===== src/rtl/cdc_fifo_pkg.sv =====
`default_nettype none
// ============================================================================
//  Module   : cdc_fifo_pkg
//  Purpose  : Shared definitions for the FIFO read-side nibble packer:
//             nibble width and the 2-bit packer FSM state encoding.
//  Ports    : none (package)
//  Revision : 1.0  initial release
// ============================================================================
package cdc_fifo_pkg;

    localparam int NIBBLE_WIDTH = 4;
    localparam int BYTE_WIDTH   = 2 * NIBBLE_WIDTH;

    typedef enum logic [1:0] {
        ST_WAIT_FIRST  = 2'd0,
        ST_WAIT_SECOND = 2'd1,
        ST_HOLD        = 2'd2
    } pack_state_t;

endpackage : cdc_fifo_pkg
`default_nettype wire


===== src/rtl/sat_counter.sv =====
`default_nettype none
// ============================================================================
//  Module   : sat_counter
//  Purpose  : Up-counter with increment enable that sticks at all-ones.
//  Ports    : clk    - clock
//             rst_n  - asynchronous active-low reset, clears count
//             inc    - increment request for this cycle
//             count  - current count value
//  Revision : 1.0  initial release
// ============================================================================
module sat_counter #(
    parameter int WIDTH = 8
) (
    input  logic             clk,
    input  logic             rst_n,
    input  logic             inc,
    output logic [WIDTH-1:0] count
);

    localparam logic [WIDTH-1:0] c_max = '1;
    localparam logic [WIDTH-1:0] c_one = WIDTH'(1);

    logic [WIDTH-1:0] r_count;

    always_ff @(posedge clk or negedge rst_n) begin
        if (!rst_n) begin
            r_count <= '0;
        end else if (inc && (r_count != c_max)) begin
            r_count <= r_count + c_one;
        end
    end

    assign count = r_count;

endmodule : sat_counter
`default_nettype wire


===== src/rtl/fifo_nibble_packer.sv =====
`default_nettype none
// ============================================================================
//  Module   : fifo_nibble_packer
//  Purpose  : Pops 4-bit nibbles from a show-ahead FIFO read port and packs
//             pairs of them into bytes on a valid/ready output. A pending
//             half byte can be forced out (zero-padded) with flush.
//  Ports    : clk, rst_n          - clock, async active-low reset
//             fifo_empty/fifo_data - FIFO read side (show-ahead)
//             fifo_pop             - read-increment to the FIFO
//             flush                - emit a pending half byte when FIFO empty
//             out_data/out_valid/out_ready/out_padded - byte stream
//             byte_count           - saturating count of transferred bytes
//  Revision : 1.0  initial release
// ============================================================================
module fifo_nibble_packer
    import cdc_fifo_pkg::*;
#(
    parameter bit LOW_FIRST   = 1'b1,
    parameter int COUNT_WIDTH = 8
) (
    input  logic                    clk,
    input  logic                    rst_n,
    input  logic                    fifo_empty,
    input  logic [NIBBLE_WIDTH-1:0] fifo_data,
    output logic                    fifo_pop,
    input  logic                    flush,
    output logic [BYTE_WIDTH-1:0]   out_data,
    output logic                    out_valid,
    input  logic                    out_ready,
    output logic                    out_padded,
    output logic [COUNT_WIDTH-1:0]  byte_count
);

    localparam logic [NIBBLE_WIDTH-1:0] c_zero_nibble = '0;

    pack_state_t               r_state;
    logic [NIBBLE_WIDTH-1:0]   r_first;
    logic [BYTE_WIDTH-1:0]     r_out_data;
    logic                      r_out_valid;
    logic                      r_out_padded;

    logic                      w_pop;
    logic                      w_xfer;
    logic [BYTE_WIDTH-1:0]     w_byte_full;
    logic [BYTE_WIDTH-1:0]     w_byte_pad;

    // Byte assembly order: the first popped nibble lands in the low or high
    // half depending on LOW_FIRST; a flushed byte zero-fills the other half.
    generate
        if (LOW_FIRST) begin : g_low_first
            assign w_byte_full = {fifo_data, r_first};
            assign w_byte_pad  = {c_zero_nibble, r_first};
        end else begin : g_high_first
            assign w_byte_full = {r_first, fifo_data};
            assign w_byte_pad  = {r_first, c_zero_nibble};
        end
    endgenerate

    // In HOLD a pop is only allowed when the held byte leaves this cycle, so
    // a new first nibble can be taken in parallel with the transfer.
    // rst_n gates the pop so the FIFO is never advanced during reset.
    always_comb begin
        w_pop = 1'b0;
        if (rst_n && !fifo_empty) begin
            case (r_state)
                ST_WAIT_FIRST:  w_pop = 1'b1;
                ST_WAIT_SECOND: w_pop = 1'b1;
                ST_HOLD:        w_pop = out_ready;
                default:        w_pop = 1'b0;
            endcase
        end
    end

    assign w_xfer = r_out_valid && out_ready;

    always_ff @(posedge clk or negedge rst_n) begin
        if (!rst_n) begin
            r_state      <= ST_WAIT_FIRST;
            r_first      <= '0;
            r_out_data   <= '0;
            r_out_valid  <= 1'b0;
            r_out_padded <= 1'b0;
        end else begin
            case (r_state)
                ST_WAIT_FIRST: begin
                    if (w_pop) begin
                        r_first <= fifo_data;
                        r_state <= ST_WAIT_SECOND;
                    end
                end
                ST_WAIT_SECOND: begin
                    // A pop always beats flush: flush only acts on an empty FIFO.
                    if (w_pop) begin
                        r_out_data   <= w_byte_full;
                        r_out_padded <= 1'b0;
                        r_out_valid  <= 1'b1;
                        r_state      <= ST_HOLD;
                    end else if (fifo_empty && flush) begin
                        r_out_data   <= w_byte_pad;
                        r_out_padded <= 1'b1;
                        r_out_valid  <= 1'b1;
                        r_state      <= ST_HOLD;
                    end
                end
                ST_HOLD: begin
                    if (w_xfer) begin
                        r_out_valid <= 1'b0;
                        if (w_pop) begin
                            r_first <= fifo_data;
                            r_state <= ST_WAIT_SECOND;
                        end else begin
                            r_state <= ST_WAIT_FIRST;
                        end
                    end
                end
                default: begin
                    r_state     <= ST_WAIT_FIRST;
                    r_out_valid <= 1'b0;
                end
            endcase
        end
    end

    sat_counter #(
        .WIDTH (COUNT_WIDTH)
    ) u_byte_count (
        .clk   (clk),
        .rst_n (rst_n),
        .inc   (w_xfer),
        .count (byte_count)
    );

    assign fifo_pop   = w_pop;
    assign out_data   = r_out_data;
    assign out_valid  = r_out_valid;
    assign out_padded = r_out_padded;

endmodule : fifo_nibble_packer
`default_nettype wire


===== config.mk =====
export PLATFORM = sky130hd
export DESIGN_NAME = fifo_nibble_packer
export DESIGN_NICKNAME = d
export VERILOG_FILES = /design/src/rtl/cdc_fifo_pkg.sv /design/src/rtl/sat_counter.sv /design/src/rtl/fifo_nibble_packer.sv
export SDC_FILE = /design/constraint.sdc
export NUM_CORES = 1
export LEC_CHECK = 0
export ABC_AREA = 1
export BUFFER_PORTS_ARGS = -buffer_cell sky130_fd_sc_hd__buf_4
export CAP_MARGIN = 20
export CORE_MARGIN = 1
export CORE_UTILIZATION = 55
export DETAILED_ROUTE_END_ITERATION = 6
export PLACE_DENSITY = 0.92
export SETUP_SLACK_MARGIN = 0.3
export SLEW_MARGIN = 10
export SYNTH_ARGS = -nofsm -noshare
export SYNTH_HDL_FRONTEND = slang
export SYNTH_HIERARCHICAL = 1
export SYNTH_SLANG_ARGS = --single-unit

===== constraint.sdc =====
create_clock -name clk -period 2.8 [get_ports clk]
set_input_delay 0.14 -clock clk [delete_from_list [all_inputs] [get_ports clk]]
set_output_delay 0.14 -clock clk [all_outputs]
set_load 0.005 [all_outputs]

==> key figures <==
GRT
  • Vias in the first global route: 979
  • GRT Total Usage: 0.227
  • First-pass GRT wire length: 4.22 mm
  • Largest net degree at the start of global routing: 27
  • GR peak layer: met2
  • GRT overflow: 0
  • Initial antenna violation count: 0
  • GR Util met2: 0.373
  • Met1 Resource Use GR: 0.275
  • GR Layer Usage met3: 0.0333

Synthesis
  • Post-Syn Area: 1290 sq um
  • Post-synth top area cell: dfrtp_1
  • Cells after synthesis: 147
  • Yosys top cell area share: 0.465
  • Library cells used by synthesis: 23
  • Synth Register Bits: 24
  • Synthesis Warnings: 6
  • Sequential element share of the synthesized area: 0.465
  • Syn nets: 157
  • Synth Area per Inst: 8.79 sq um
  • Largest cells by area after synthesis: dfrtp_1 46%, nand2_1 13%, nand2_4 9.6%, nand3_1 7.0%, nand2_2 4.4%

Routing
  • Initial drt markers: 18
  • Pre-Repair DR Iteration Count: 4
  • Post-Route WL: 2.45 mm
  • Number of routed nets with antenna violations: 0
  • Average wire per standard cell: 12.0 microns
  • Vias per cell: 5.06
  • Remaining routing DRC violations: 0
  • Total number of vias: 1033

Run
  • Maxcap violations: 0

Worst hold path
  • Hold Path End: r_first[0]
  • HP Class: in -> reg
  • WHS Path Cells: 3
  • Worst hold start: fifo_data[0]

Clocking
  • Post-CTS Setup Bufs: 0
  • CTS Buf Count: 3
  • CTS H-tree lvls: 1
  • CTS resizes: 0
  • Maximum buffer depth of the clock tree: 2
  • CTS tree: done
  • Worst skew pair latency: 300 ps
  • Clock Root Buffer: clkbuf_4
  • TritonCTS sink count: 24
  • Register clock-pin slew on the reported worst setup and hold paths: 110 ps

Finish
  • Fin util: 0.694
  • Diode count: 0
  • Share of layout cells above drive strength 1: 0.335
  • Syn-to-layout area delta: 18.8%
  • Nets: 188
  • Post-route cell area: 1540 sq um

Placed design
  • Dpl ws: 1320 ps
  • Port Buf Inserts: 27
  • DP HPWL: 1.92 mm
  • GP Congestion: 0.787
  • DP Area: 1500 sq um

STA
  • Setup-failing EPs final: 0
  • Final hold viol count: 0
  • Period minus WS final: 1790 ps
  • Setup_tns: 0 ps
  • Least-Margin Pin Slew: 517 ps
  • Slew HR: 0.655
  • Final setup margin: 1010 ps
  • RSZ-0062 raised after global routing: no
  • Layout Skew: 3.13 ps
  • Final Slew Violations: 0
  • Fmax: 557 MHz
  • Final period util: 0.641

Worst setup path
  • Crit-path max FO: 26
  • Worst Setup Path Type: in -> out
  • R2R Path Start: r_state[0]
  • Worst setup SP type: primary input
  • R2R Path End: out_data[0]
  • Worst r2r path cells: 5
  • Worst Setup End Kind: output port
  • Critical Path AT: 1650 ps
  • R2r setup slk: 1350 ps
  • CP Data Required Time: 2660 ps

Floorplanning
  • Core area: 2210 sq um
  • Die height: 50.5 microns
  • Initial Utilization: 0.584
  • Ports: 28
  • Std-Cell Rows: 17
  • Die W: 50.5 microns
  • Die Footprint: 2550 sq um

Power
  • Leakage Power: 0.000810 uW
  • PwrDens: 820 nW/um^2
  • Pwr Total: 1260 uW
  • VDD IR max: 0.579 mV

Status
  • Status: finished clean
-- through the flow --
step	std cells	hold slack, ps
after floorplan	147	-156
after global placement	200	55.2
after detailed placement	200	61.3
after CTS	204	58.4
after global routing	204	55.9
final	204	62.8
-- worst max-delay path, cell delays in order --
cell	delay, ps
dlygate4sd3_1	520
buf_4	300
inv_1	70
nor2_1	210
o21ai_4	120
inv_2	150
buf_4	130
-- sequential cells by signal, summed over array words and instances (netlist names) --
name	flops
out_data	8
out_padded	1
out_valid	1
r_state	2
r_first	4
u_byte_count/count	8
-- synthesized netlist by cell type (all sizes together) --
library cell	n
nand3	18
ha	1
xor2	1
buf	2
dfrtp	24
xnor2	1
nand2	67
nor3b	1
nand4	1
nor3	1
nor2	12
o21ai	3
inv	13
a21oi	2
-- kinds of logic (layout without fill, tap and decap cells) --
family | count (synthesis) | count (layout) | synth area share
AOI/OAI and AO/OA | 5 | 5 | 0.0281
xor gates and xnor gates | 2 | 2 | 0.0136
adders and majority gates | 1 | 1 | 0.00968
buffers and inverters | 15 | 44 | 0.0610
DFF | 24 | 24 | 0.465
and+or+nand+nor | 100 | 100 | 0.423
-- repair_timing --
item                                    CTS  global route
hold buffers                              1             0
hold endpoints to repair                 24             0
endpoints found under the setup margin    0             0
-- routing by layer --
| layer | wire length [microns] | part of all wire | vias up |
|---|---|---|---|
| met5 | 0 | 0 | - |
| met2 | 1210 | 0.50 | 33 |
| met4 | 76 | 0.031 | 0 |
| li1 | - | - | 519 |
| met3 | 117 | 0.048 | 8 |
| met1 | 1040 | 0.43 | 473 |
-- worst max-delay path by stage --
stage | from | end | slack (ps) | cells after the start
6_report | rst_n | fifo_pop | 1010 | 7
5_1_grt | rst_n | fifo_pop | 850 | 7
3_3_place_gp | rst_n | out_data[0] | 1420 | 8
3_5_place_dp | rst_n | out_data[0] | 1320 | 8
4_1_cts | rst_n | fifo_pop | 990 | 7
2_1_floorplan | u_byte_count/count[0] | u_byte_count/count[4] | 1550 | 8
-- where the power goes --
part / internal (uW) / leakage, uW / switching, uW / total (uW)
clock: 50.3 / 0.0000138 / 91.4 / 142
sequential: 470 / 0.000307 / 133 / 603
combinational: 247 / 0.000489 / 266 / 514
total: 768 / 0.000810 / 491 / 1260
-- layout make-up --
type                       instances  area [sq um]
tap                               28          35.0
fill                             177           677
sequential                        24           601
multi-input combinational        108           613
clock buffer                       3          22.5
inverter                          13          51.3
timing repair buffer              28           213
-- cell usage in the layout (no fill, tap or decap), drive strengths merged --
| cell | instances |
|---|---|
| nand2 | 67 |
| buf | 27 |
| dfrtp | 24 |
| nand3 | 18 |
| inv | 13 |
| nor2 | 12 |
| clkbuf | 3 |
| o21ai | 3 |
| a21oi | 2 |
| nand4 | 1 |
| dlygate4sd3 | 1 |
| xor2 | 1 |
| xnor2 | 1 |
| nor3 | 1 |
| nor3b | 1 |
| ha | 1 |
Note: power is estimated with default switching activity, not from simulation.
